[src/rtl/oflow_ser_pkg.sv]
// Shared definitions for the bounding-box serializer: record/beat geometry,
// field widths and the FSM state encoding.
// Optional feature macro: OFLOW_SER_CHECKSUM_EN adds a trailing XOR checksum beat.
package oflow_ser_pkg;

  localparam int BBOX_W     = 100;
  localparam int BEAT_W     = 32;
  localparam int NUM_BEATS  = 4;
  localparam int BEAT_IDX_W = 2;

  localparam int COORD_W = 11;
  localparam int COLOR_W = 24;
  localparam int HIST_W  = 8;

  localparam logic [BEAT_IDX_W-1:0] LAST_BEAT = BEAT_IDX_W'(NUM_BEATS - 1);

  // Field view of the packed record, x in the most significant bits.
  typedef struct packed {
    logic [COORD_W-1:0] x;
    logic [COORD_W-1:0] y;
    logic [COORD_W-1:0] w;
    logic [COORD_W-1:0] h;
    logic [COLOR_W-1:0] color1;
    logic [COLOR_W-1:0] color2;
    logic [HIST_W-1:0]  d_history;
  } bbox_t;

`ifdef OFLOW_SER_CHECKSUM_EN
  typedef enum logic [1:0] {
    ST_IDLE  = 2'd0,
    ST_SEND  = 2'd1,
    ST_CKSUM = 2'd2
  } state_t;
`else
  typedef enum logic [1:0] {
    ST_IDLE = 2'd0,
    ST_SEND = 2'd1
  } state_t;
`endif

endpackage

[src/rtl/oflow_ser_beat_mux.sv]
// Beat selector: picks one 32-bit word of the latched 100-bit record.
// The last word carries the 4 leftover record bits, left-aligned and zero padded.
module oflow_ser_beat_mux
  import oflow_ser_pkg::*;
#(
  parameter int MSB_FIRST = 1
) (
  input  logic [BBOX_W-1:0]     bbox_i,
  input  logic [BEAT_IDX_W-1:0] beat_idx_i,
  output logic [BEAT_W-1:0]     beat_o
);

  logic [BEAT_IDX_W-1:0] word_idx;

  // LSB-first order walks the words backwards (word3 first).
  assign word_idx = (MSB_FIRST != 0) ? beat_idx_i : (LAST_BEAT - beat_idx_i);

  // Word select from the record.
  always_comb begin
    beat_o = '0;
    case (word_idx)
      2'd0:    beat_o = bbox_i[99:68];
      2'd1:    beat_o = bbox_i[67:36];
      2'd2:    beat_o = bbox_i[35:4];
      2'd3:    beat_o = {bbox_i[3:0], {(BEAT_W-4){1'b0}}};
      default: beat_o = '0;
    endcase
  end

endmodule

[src/rtl/oflow_bbox_serializer.sv]
// Bounding-box serializer: accepts one 100-bit record and streams it as four
// 32-bit beats with valid/ready handshaking, counting completed frames.
// Optional feature macro: OFLOW_SER_CHECKSUM_EN appends a fifth beat holding
// the XOR of the four data beats; out_last then marks that beat instead.
module oflow_bbox_serializer
  import oflow_ser_pkg::*;
#(
  parameter int MSB_FIRST = 1,
  parameter int CNT_W     = 16
) (
  input  logic              clk,
  input  logic              reset_N,
  input  logic [BBOX_W-1:0] bbox,
  input  logic              bbox_valid,
  output logic              bbox_ready,
  output logic [BEAT_W-1:0] out_data,
  output logic              out_valid,
  input  logic              out_ready,
  output logic              out_last,
  output logic              busy,
  output logic [CNT_W-1:0]  frame_cnt
);

  state_t                state_q, state_d;
  logic [BEAT_IDX_W-1:0] beat_q, beat_d;
  logic [BBOX_W-1:0]     bbox_q, bbox_d;
  logic [CNT_W-1:0]      frame_cnt_q, frame_cnt_d;
  logic                  rdy_q;
  logic [BEAT_W-1:0]     beat_data;
  logic                  accept;
  logic                  out_hs;
`ifdef OFLOW_SER_CHECKSUM_EN
  logic [BEAT_W-1:0]     cksum_q, cksum_d;
`endif

  oflow_ser_beat_mux #(
    .MSB_FIRST (MSB_FIRST)
  ) u_beat_mux (
    .bbox_i     (bbox_q),
    .beat_idx_i (beat_q),
    .beat_o     (beat_data)
  );

  // rdy_q keeps bbox_ready low while reset is held and for the edge that
  // releases it; the record is only accepted from IDLE.
  assign busy       = (state_q != ST_IDLE);
  assign out_valid  = busy;
  assign bbox_ready = (state_q == ST_IDLE) && rdy_q;
  assign accept     = bbox_ready && bbox_valid;
  assign out_hs     = out_valid && out_ready;
  assign frame_cnt  = frame_cnt_q;

  // Output beat and end-of-frame marker, decoded from state and beat index so
  // they stay stable for as long as the sink stalls.
  always_comb begin
    out_data = '0;
    out_last = 1'b0;
    case (state_q)
      ST_SEND: begin
        out_data = beat_data;
`ifndef OFLOW_SER_CHECKSUM_EN
        out_last = (beat_q == LAST_BEAT);
`endif
      end
`ifdef OFLOW_SER_CHECKSUM_EN
      ST_CKSUM: begin
        out_data = cksum_q;
        out_last = 1'b1;
      end
`endif
      default: begin
        out_data = '0;
        out_last = 1'b0;
      end
    endcase
  end

  // Next-state logic: accept in IDLE, advance beats on handshake, close frame.
  always_comb begin
    state_d     = state_q;
    beat_d      = beat_q;
    bbox_d      = bbox_q;
    frame_cnt_d = frame_cnt_q;
`ifdef OFLOW_SER_CHECKSUM_EN
    cksum_d     = cksum_q;
`endif
    case (state_q)
      ST_IDLE: begin
        if (accept) begin
          bbox_d  = bbox;
          beat_d  = '0;
          state_d = ST_SEND;
`ifdef OFLOW_SER_CHECKSUM_EN
          cksum_d = '0;
`endif
        end
      end
      ST_SEND: begin
        if (out_hs) begin
`ifdef OFLOW_SER_CHECKSUM_EN
          cksum_d = cksum_q ^ beat_data;
`endif
          if (beat_q == LAST_BEAT) begin
            beat_d = '0;
`ifdef OFLOW_SER_CHECKSUM_EN
            state_d = ST_CKSUM;
`else
            state_d     = ST_IDLE;
            frame_cnt_d = frame_cnt_q + CNT_W'(1);
`endif
          end else begin
            beat_d = beat_q + BEAT_IDX_W'(1);
          end
        end
      end
`ifdef OFLOW_SER_CHECKSUM_EN
      ST_CKSUM: begin
        if (out_hs) begin
          state_d     = ST_IDLE;
          frame_cnt_d = frame_cnt_q + CNT_W'(1);
        end
      end
`endif
      default: begin
        state_d = ST_IDLE;
        beat_d  = '0;
      end
    endcase
  end

  // Control state, counters and checksum; reset aborts any frame in flight.
  always_ff @(posedge clk or negedge reset_N) begin
    if (!reset_N) begin
      state_q     <= ST_IDLE;
      beat_q      <= '0;
      frame_cnt_q <= '0;
      rdy_q       <= 1'b0;
`ifdef OFLOW_SER_CHECKSUM_EN
      cksum_q     <= '0;
`endif
    end else begin
      state_q     <= state_d;
      beat_q      <= beat_d;
      frame_cnt_q <= frame_cnt_d;
      rdy_q       <= 1'b1;
`ifdef OFLOW_SER_CHECKSUM_EN
      cksum_q     <= cksum_d;
`endif
    end
  end

  // Record holding register; only read while a frame is in flight.
  always_ff @(posedge clk) begin
    bbox_q <= bbox_d;
  end

endmodule

[config.mk]
export PLATFORM = sky130hd
export DESIGN_NAME = oflow_bbox_serializer
export DESIGN_NICKNAME = d
export VERILOG_FILES = /design/src/rtl/oflow_ser_pkg.sv /design/src/rtl/oflow_ser_beat_mux.sv /design/src/rtl/oflow_bbox_serializer.sv
export SDC_FILE = /design/constraint.sdc
export NUM_CORES = 1
export LEC_CHECK = 0
export CORE_UTILIZATION = 46
export CTS_CLUSTER_SIZE = 12
export DETAILED_ROUTE_END_ITERATION = 10
export GPL_TIMING_DRIVEN = 1
export PLACE_DENSITY_LB_ADDON = 0.15
export RECOVER_POWER = 50
export SLEW_MARGIN = 0
export SYNTH_ARGS = -nofsm -noshare
export SYNTH_HDL_FRONTEND = slang
export SYNTH_HIERARCHICAL = 1
export SYNTH_SLANG_ARGS = --single-unit
[constraint.sdc]
create_clock -name clk -period 8.2 [get_ports clk]
set_clock_uncertainty 0.2 [all_clocks]
set_input_delay 1.64 -clock clk [delete_from_list [all_inputs] [get_ports clk]]
set_output_delay 1.64 -clock clk [all_outputs]
set_load 0.05 [all_outputs]
==> results of run 1 <==
-- cell type report --
type                    instances  area [µm²]  area share (%)
multi-input cells             154        1210            17.1
repair buffers                159        1580            22.3
flip-flops and latches        120        3500            49.6
clock buffers                  19         422            5.97
clock inverters                13         179            2.53
well taps                     136         170            2.41
-- sequential cells by signal, summed over array words and instances (netlist names) --
name and flops:
bbox_q 100, beat_q 2, frame_cnt 16, state_q 1, rdy_q 1
-- layer usage --
metal | track usage (%) | up-vias | routed length [µm]
met4 | 8.35 | 0 | 150
met1 | 21.2 | 1410 | 3890
met2 | 31.2 | 100 | 4860
met3 | 5.99 | 13 | 545
li1 | - | 1429 | -
met5 | 0 | - | 0
-- Yosys cell counts (2+ instances only) --
cell	number	area, µm²
xor2_1	4	35.0
mux2i_1	28	280
o21ai_0	2	10.0
xnor2_1	11	96.3
edfxtp_1	100	3000
clkbuf_1	3	11.3
buf_2	5	25.0
nand4_1	3	18.8
buf_4	3	22.5
nand3_1	5	25.0
nand2_1	15	56.3
dfrtp_1	20	500
mux4_2	4	90.1
ha_1	2	25.0
buf_6	4	45.0
and3_1	4	25.0
o2bb2ai_1	28	245
and2_1	33	206
nor2_1	3	11.3
buf_12	2	40.0
-- where the power goes --
group          leakage, nW  total [mW]  internal (mW)  switching (mW)
sequential            1.17       0.792          0.724          0.0674
combinational         1.09       0.943          0.365           0.578
clock                0.297       0.743          0.491           0.251
-- stage by stage --
stage / utilization [%] / hold slack (ns) / instance area, µm² / std cells / power [mW]
CTS: 68.9 / 0.274 / 7120 / 601 / 2.52
global route: 68.4 / 0.289 / 7060 / 601 / 2.58
global placement: 63.1 / 0.262 / 6520 / 569 / 1.76
floorplan: - / 0.296 / 4900 / 291 / 1.49
finish: 68.4 / 0.269 / 7060 / 601 / 2.48
detailed placement: 63.1 / 0.264 / 6520 / 569 / 1.77
-- worst reg2reg max path: stages (launching register included) --
cell and delay, ns:
dfrtp_1 0.54, buf_4 0.32, nor2_1 0.19, clkbuf_1 1.68
o21ai_0 0.30
-- path summary, 6_finish.rpt --
check / from / slack (ns) / to
worst min-delay path: frame_cnt[15] / 0.27 / frame_cnt[15]
worst max register to register: state_q[0] / 4.75 / beat_q[0]
worst min register to register: frame_cnt[15] / 0.27 / frame_cnt[15]
worst max-delay path: beat_q[1] / 3.18 / out_data[11]
min in group asynchronous: reset_N / 1.52 / frame_cnt[15]
max in group asynchronous: reset_N / 5.66 / beat_q[1]
-- logic make-up after synthesis --
| logic type | after synthesis | synth area share [%] |
|---|---|---|
| compound gates | 31 | 5.31 |
| xor+xnor | 15 | 2.68 |
| fa+ha+maj | 2 | 0.511 |
| buf+inv | 17 | 2.94 |
| flops | 120 | 71.5 |
| mux | 33 | 7.79 |
| other cells | 1 | 0.0766 |
| simple gates | 72 | 9.17 |
==> results.toml, run 1 <==
[drt]
firstDrtPassIters = 4
drt_iter0_drc = 70
wl_per_cell_um = 15.7
viasPerCell = 4.91
detail-route-antenna-nets = 0
num_vias = 2952
drc = 0
wl_mm = 9.45

[floorplan]
die_x_um = 105
die_area_mm2 = 0.0111
row_count = 37
initial_core_util_pct = 47.4
fp.dieH_um = 105
core_region_area_mm2 = 0.0103
pin_count = 156

[placed_design]
io_buffers = 155
post-place-ws_ns = 3.65
gp_congestion = 0.762
hpwl_mm = 6.26

[timing]
fmax_mhz = 199
drv_slew = 47
final-hold-violation-count = 0
min_period_over_period_pct = 61.2
finalSetupViolCount = 0
fin_setup_tns_ns = 0
tightestPinTransition_ns = 2.33
rsz0062_at_grt = "no"
min_period_ns = 5.02
slew_headroom_pct = -55.1
fin_ws_ns = 3.18

[critical_path]
crit_arrival_ns = 3.18
path_delay_family = "simple AND/OR/NAND/NOR gates"
crit_path_top_delay_cell = "clkdlybuf4s50_1"
cp-end-kind = "primary output"
reg2regPathDepth = 4
worstPathCellList = "nor2b_4 > o2bb2ai_1 > and2_1 > clkdlybuf4s50_1"
crit_type = "flop to primary output"
path_buf_inv = 1
cp-start-kind = "flop"
crit_cells = 4
slowest_delay_ns = 0.80
cp_max_fo = 36
crit_required_ns = 6.36

[cts]
clkSlewWorstSetupHoldPaths_ns = 0.06
cts_tree = "built"
cts.sinks = 120
cts_resized = 0
cts-root-buf = "clkbuf_8"
hold_buffers = 0
htreeDepth = 4
cts_buffers = 17
clockBufferDepth = 2
clk_latency_ns = 0.50
cts_setup_buffers = 0

[cells_and_area]
drive_above_1_share_pct = 8.60
syn2layout_area_growth_pct = 44.2
n_antenna_cell = 0
final_cell_mix = "dlygate4sd3_1 (103), edfxtp_1 (100), clkdlybuf4s50_1 (52)"
n_fill_cell = 738
final_common_cell = "dlygate4sd3_1"
layout.nets = 558

[power_and_ir_drop]
powerDensity_mw_per_mm2 = 351
p_leak_nw = 2.56
vdd_drop_max_v = 0.000189

[synth]
yosysSeqAreaShare_pct = 71.5
synthArstFlopShare_pct = 16.7
netlist_instances = 291
netlist_area_mm2 = 0.00490
synth_fp_nets = 397
synth_edf_count = 100
yosysUniqueCellTypes = 32
ys_ff_latch = 120
avgSynthCellArea_um2 = 16.8
postSynth.topFlopCell = "edfxtp_1"
ys_warn_count = 6

[outcome]
status = "finished with violations"
violations = "capacitance limit, slew limit"

[grt]
first_global_vias = 3135
grt.overflow.total = 0
grt_max_degree = 56
antenna_found_initial = 0
grt_pass1_wl_mm = 15.2
grt.total_usage_pct = 18.4

[worst_hold_path]
hold_path_depth = 1
hp-class = "flop to flop"

[flow_run]
drv_cap = 1
No activity file was read; power rests on OpenSTA's default activity.
==> inputs of run 2 (changes only) <==
- CORE_UTILIZATION: 46 -> 42
- clock period: 8.2 -> 4.6 ns (I/O delays scaled with it)
==> results.toml, run 2 (synthesis gave the netlist of run 1 again) <==
[cells_and_area]
stdcell_count = 605
final_common_cell = "dlygate4sd3_1"
drive_above_1_share_pct = 13.9
regMostFlops = "bbox_q"
final_cell_mix = "dlygate4sd3_1 (101), edfxtp_1 (100), and2_1 (33)"
layout.nets = 559
largest_reg_flops = 100
syn2layout_area_growth_pct = 43.2

[critical_path]
cp_max_fo = 32
r2r-start = "state_q[0]"
endpoint = "out_data[24]"
crit_arrival_ns = 2.72
reg2regPathDepth = 3
crit_required_ns = 3.48
crit_type = "flop to primary output"
path_delay_family = "simple AND/OR/NAND/NOR gates"
r2r_end = "bbox_q[18]"
crit_start = "beat_q[0]"
crit_cells = 5
cp-end-kind = "primary output"
cpMostUsedCell = "buf_4"
path_buf_inv = 2
worstPathCellList = "buf_4 > nor2b_4 > o2bb2ai_1 > and2_1 > buf_4"
crit_path_top_delay_cell = "nor2b_4"
cp-start-kind = "flop"
slowest_delay_ns = 0.76
regToRegSetupSlack_ns = 1.39

[timing]
final-hold-violation-count = 0
slew_headroom_pct = 7.21
fin_setup_tns_ns = 0
finalSetupViolCount = 0
drv_slew = 0
rsz0062_at_grt = "no"
min_period_ns = 3.84
min_period_over_period_pct = 83.5
fmax_mhz = 260
tightestPinTransition_ns = 1.39

[power_and_ir_drop]
powerDensity_mw_per_mm2 = 609
vdd_drop_max_v = 0.000443
p_leak_nw = 2.60

[floorplan]
core_region_area_mm2 = 0.0114
pin_count = 156
initial_core_util_pct = 43.1
die_x_um = 110
die_area_mm2 = 0.0121
row_count = 39
fp.dieH_um = 110

[grt]
antenna_found_initial = 1
grt.total_usage_pct = 18.0
grt_max_degree = 58
grt_pass1_wl_mm = 15.3
grt.overflow.total = 0
first_global_vias = 3072

[drt]
routed-wl-met3_um = 637
num_vias = 2982
wl_per_cell_um = 16.7
met1_length_mm = 4.14
drt_iter0_drc = 139
firstDrtPassIters = 6
detail-route-antenna-nets = 0
wl_met2_mm = 5.17
viasPerCell = 4.93
drc = 0
routed.top_layer = "met4"
wl_mm = 10.1

[worst_hold_path]
hp-class = "flop to flop"

[placed_design]
hpwl_mm = 6.78
gp_congestion = 0.753
io_buffers = 155
place_inst = 577

[cts]
htreeDepth = 4
clk_latency_ns = 0.40
hold_buffers = 0
cts_buffers = 17
cts_setup_buffers = 0
cts.sinks = 120
cts_resized = 0
cts-root-buf = "clkbuf_16"
cts_tree = "built"
clockBufferDepth = 2
clkSlewWorstSetupHoldPaths_ns = 0.05

[flow_run]
drv_cap = 0

[outcome]
status = "finished clean"
[run 2: power breakdown]
part           leakage (nW)  internal (mW)  switching, mW
combinational          1.19          0.661           1.08
clock                 0.240          0.715          0.410
sequential             1.17           1.29          0.117
[run 2: worst min-delay path by stage]
stage / startpoint / to / slack (ns) / cells past startpoint
after floorplan: rdy_q / state_q[0] / 0.30 / 2
after global placement: frame_cnt[15] / frame_cnt[15] / 0.26 / 1
after detailed placement: frame_cnt[15] / frame_cnt[15] / 0.26 / 1
after CTS: frame_cnt[15] / frame_cnt[15] / 0.27 / 1
after global routing: frame_cnt[15] / frame_cnt[15] / 0.28 / 1
final: frame_cnt[15] / frame_cnt[15] / 0.27 / 1
[run 2: worst reg2reg max path, stage by stage (launching register included)]
cell	delay (ns)
dfrtp_1	0.91
clkbuf_1	0.69
nor2_4	0.08
clkbuf_2	0.78
[run 2: area by class of cell]
class | instances | area, µm²
diodes | 1 | 2.50
repair buffers | 160 | 1580
flip-flops and latches | 120 | 3500
multi-input cells | 154 | 1260
clock inverters | 7 | 58.8
fillers | 908 | 4360
well taps | 143 | 179
clock buffers | 20 | 437
[run 2: per-stage QoR]
step / cell area, µm² / worst slack [ns] / power [mW] / utilization, % / hold slack, ns
after global routing: 7010 / 0.563 / 4.48 / 61.7 / 0.280
after detailed placement: 6540 / 1.15 / 3.21 / 57.5 / 0.265
after floorplan: 4900 / 0.264 / 2.65 / - / 0.296
after global placement: 6540 / 1.20 / 3.20 / 57.5 / 0.263
after CTS: 7030 / 0.683 / 4.36 / 61.8 / 0.271
final: 7010 / 0.759 / 4.27 / 61.7 / 0.272
[run 2: per-layer routing]
layer | track usage (%) | vias to the layer above
li1 | - | 1430
met1 | 20.6 | 1441
met2 | 30.0 | 101
met3 | 7.70 | 10
met4 | 6.57 | 0
met5 | 0 | -
==> inputs of run 3 (changes only) <==
- clock period: 4.6 -> 3.2 ns (I/O delays scaled with it)
==> results.toml, run 3 (synthesis gave the netlist of run 1 again) <==
[outcome]
status = "finished clean"

[timing]
slew_headroom_pct = 9.52
fin_ws_ns = 0.400
min_period_over_period_pct = 87.5
finalSetupViolCount = 0
fmax_mhz = 357
tightestPinTransition_ns = 1.36
final-hold-violation-count = 0
drv_slew = 0
min_period_ns = 2.80
rsz0062_at_grt = "no"
fin_setup_tns_ns = 0

[floorplan]
row_count = 39
pin_count = 156
die_area_mm2 = 0.0121
initial_core_util_pct = 43.1
die_x_um = 110
fp.dieH_um = 110
core_region_area_mm2 = 0.0114

[cells_and_area]
syn2layout_area_growth_pct = 51.2
largest_reg_flops = 100
final_cell_mix = "dlygate4sd3_1 (102), edfxtp_1 (100), and2_1 (33)"
layout.nets = 561
final_common_cell = "dlygate4sd3_1"
final_core_util_pct = 65.2
drive_above_1_share_pct = 17.7
n_antenna_cell = 0
regMostFlops = "bbox_q"

[cts]
cts-root-buf = "clkbuf_16"
cts_resized = 0
clockBufferDepth = 2
clk_latency_ns = 0.40
cts_buffers = 17
cts.sinks = 120
htreeDepth = 4
cts_tree = "built"
clkSlewWorstSetupHoldPaths_ns = 0.05
hold_buffers = 0
cts_setup_buffers = 0

[placed_design]
io_buffers = 155
gp_congestion = 0.774
post-place-ws_ns = 0.771
hpwl_mm = 6.60

[drt]
wl_per_cell_um = 16.4
num_vias = 3003
firstDrtPassIters = 4
viasPerCell = 4.91
drt_iter0_drc = 149
wl_mm = 9.99
drc = 0
detail-route-antenna-nets = 0

[grt]
first_global_vias = 3174
grt_max_degree = 102
grt.overflow.total = 0
grt_pass1_wl_mm = 15.8
grt.total_usage_pct = 18.1
antenna_found_initial = 0

[worst_hold_path]
hp-start = "frame_cnt[13]"
whs_endpoint = "frame_cnt[13]"
hp-class = "flop to flop"
hold_path_depth = 1

[flow_run]
drv_cap = 0

[critical_path]
crit_required_ns = 2.36
cp-start-kind = "flop"
r2r_end = "beat_q[0]"
r2r-start = "state_q[0]"
crit_type = "flop to primary output"
cp_max_fo = 22
cp-end-kind = "primary output"
reg2regPathDepth = 4
crit_arrival_ns = 1.96
regToRegSetupSlack_ns = 0.66

[power_and_ir_drop]
p_total_mw = 6.93
powerDensity_mw_per_mm2 = 936
p_leak_nw = 2.75
vdd_drop_max_v = 0.000783
-- run 3: cell types whose count changed in the layout (fill, tap and decap cells not counted), sizes merged --
| cell | previous run | this run |
|---|---|---|
| bufinv | 1 | 3 |
| buf | 31 | 41 |
| clkbuf | 22 | 19 |
| clkinvlp | 1 | 3 |
| clkinv | 5 | 8 |
| clkdlybuf4s50 | 26 | 18 |
| dlygate4sd3 | 101 | 102 |
| diode | 1 | 0 |
-- run 3: stage by stage --
| step | instances | cell area, µm² | hold WS (ns) |
|---|---|---|---|
| 6_report | 611 | 7410 | 0.287 |
| 2_1_floorplan | 291 | 4910 | 0.144 |
| 3_5_place_dp | 579 | 6830 | 0.289 |
| 4_1_cts | 611 | 7420 | 0.296 |
| 5_1_grt | 611 | 7410 | 0.308 |
| 3_3_place_gp | 579 | 6830 | 0.261 |
-- run 3: layout make-up --
cell class / count / area (µm²)
Fill cell: 842 / 3960
Timing Repair Buffer: 162 / 1880
Sequential cell: 120 / 3500
Clock inverter: 14 / 158
Multi-Input combinational cell: 154 / 1260
Clock buffer: 18 / 429
Tap cell: 143 / 179
-- run 3: where the power goes --
part           internal (mW)  switching [mW]  total, mW
clock                   1.21           0.657       1.87
combinational           1.38            1.74       3.13
sequential              1.86          0.0785       1.94
-- run 3: critical path: stages (launching register included) --
cell	delay (ns)
dfrtp_1	0.36
buf_4	0.31
mux4_2	0.53
and2_1	0.17
buf_4	0.18
-- run 3: worst max path at each step --
stage	slack (ns)	to	startpoint
finish	0.40	out_data[31]	beat_q[0]
global route	0.26	beat_q[0]	bbox_valid
CTS	0.35	out_data[31]	beat_q[0]
detailed placement	0.77	out_data[31]	beat_q[0]
global placement	0.78	beat_q[0]	bbox_valid
floorplan	0.13	beat_q[0]	state_q[0]
-- run 3: routing by layer --
metal / global-route usage [%] / up-vias / wire, µm
li1: - / 1436 / -
met1: 21.5 / 1463 / 4070
met2: 30.6 / 98 / 5280
met3: 6.94 / 6 / 572
met4: 5.43 / 0 / 65
met5: 0 / - / 0
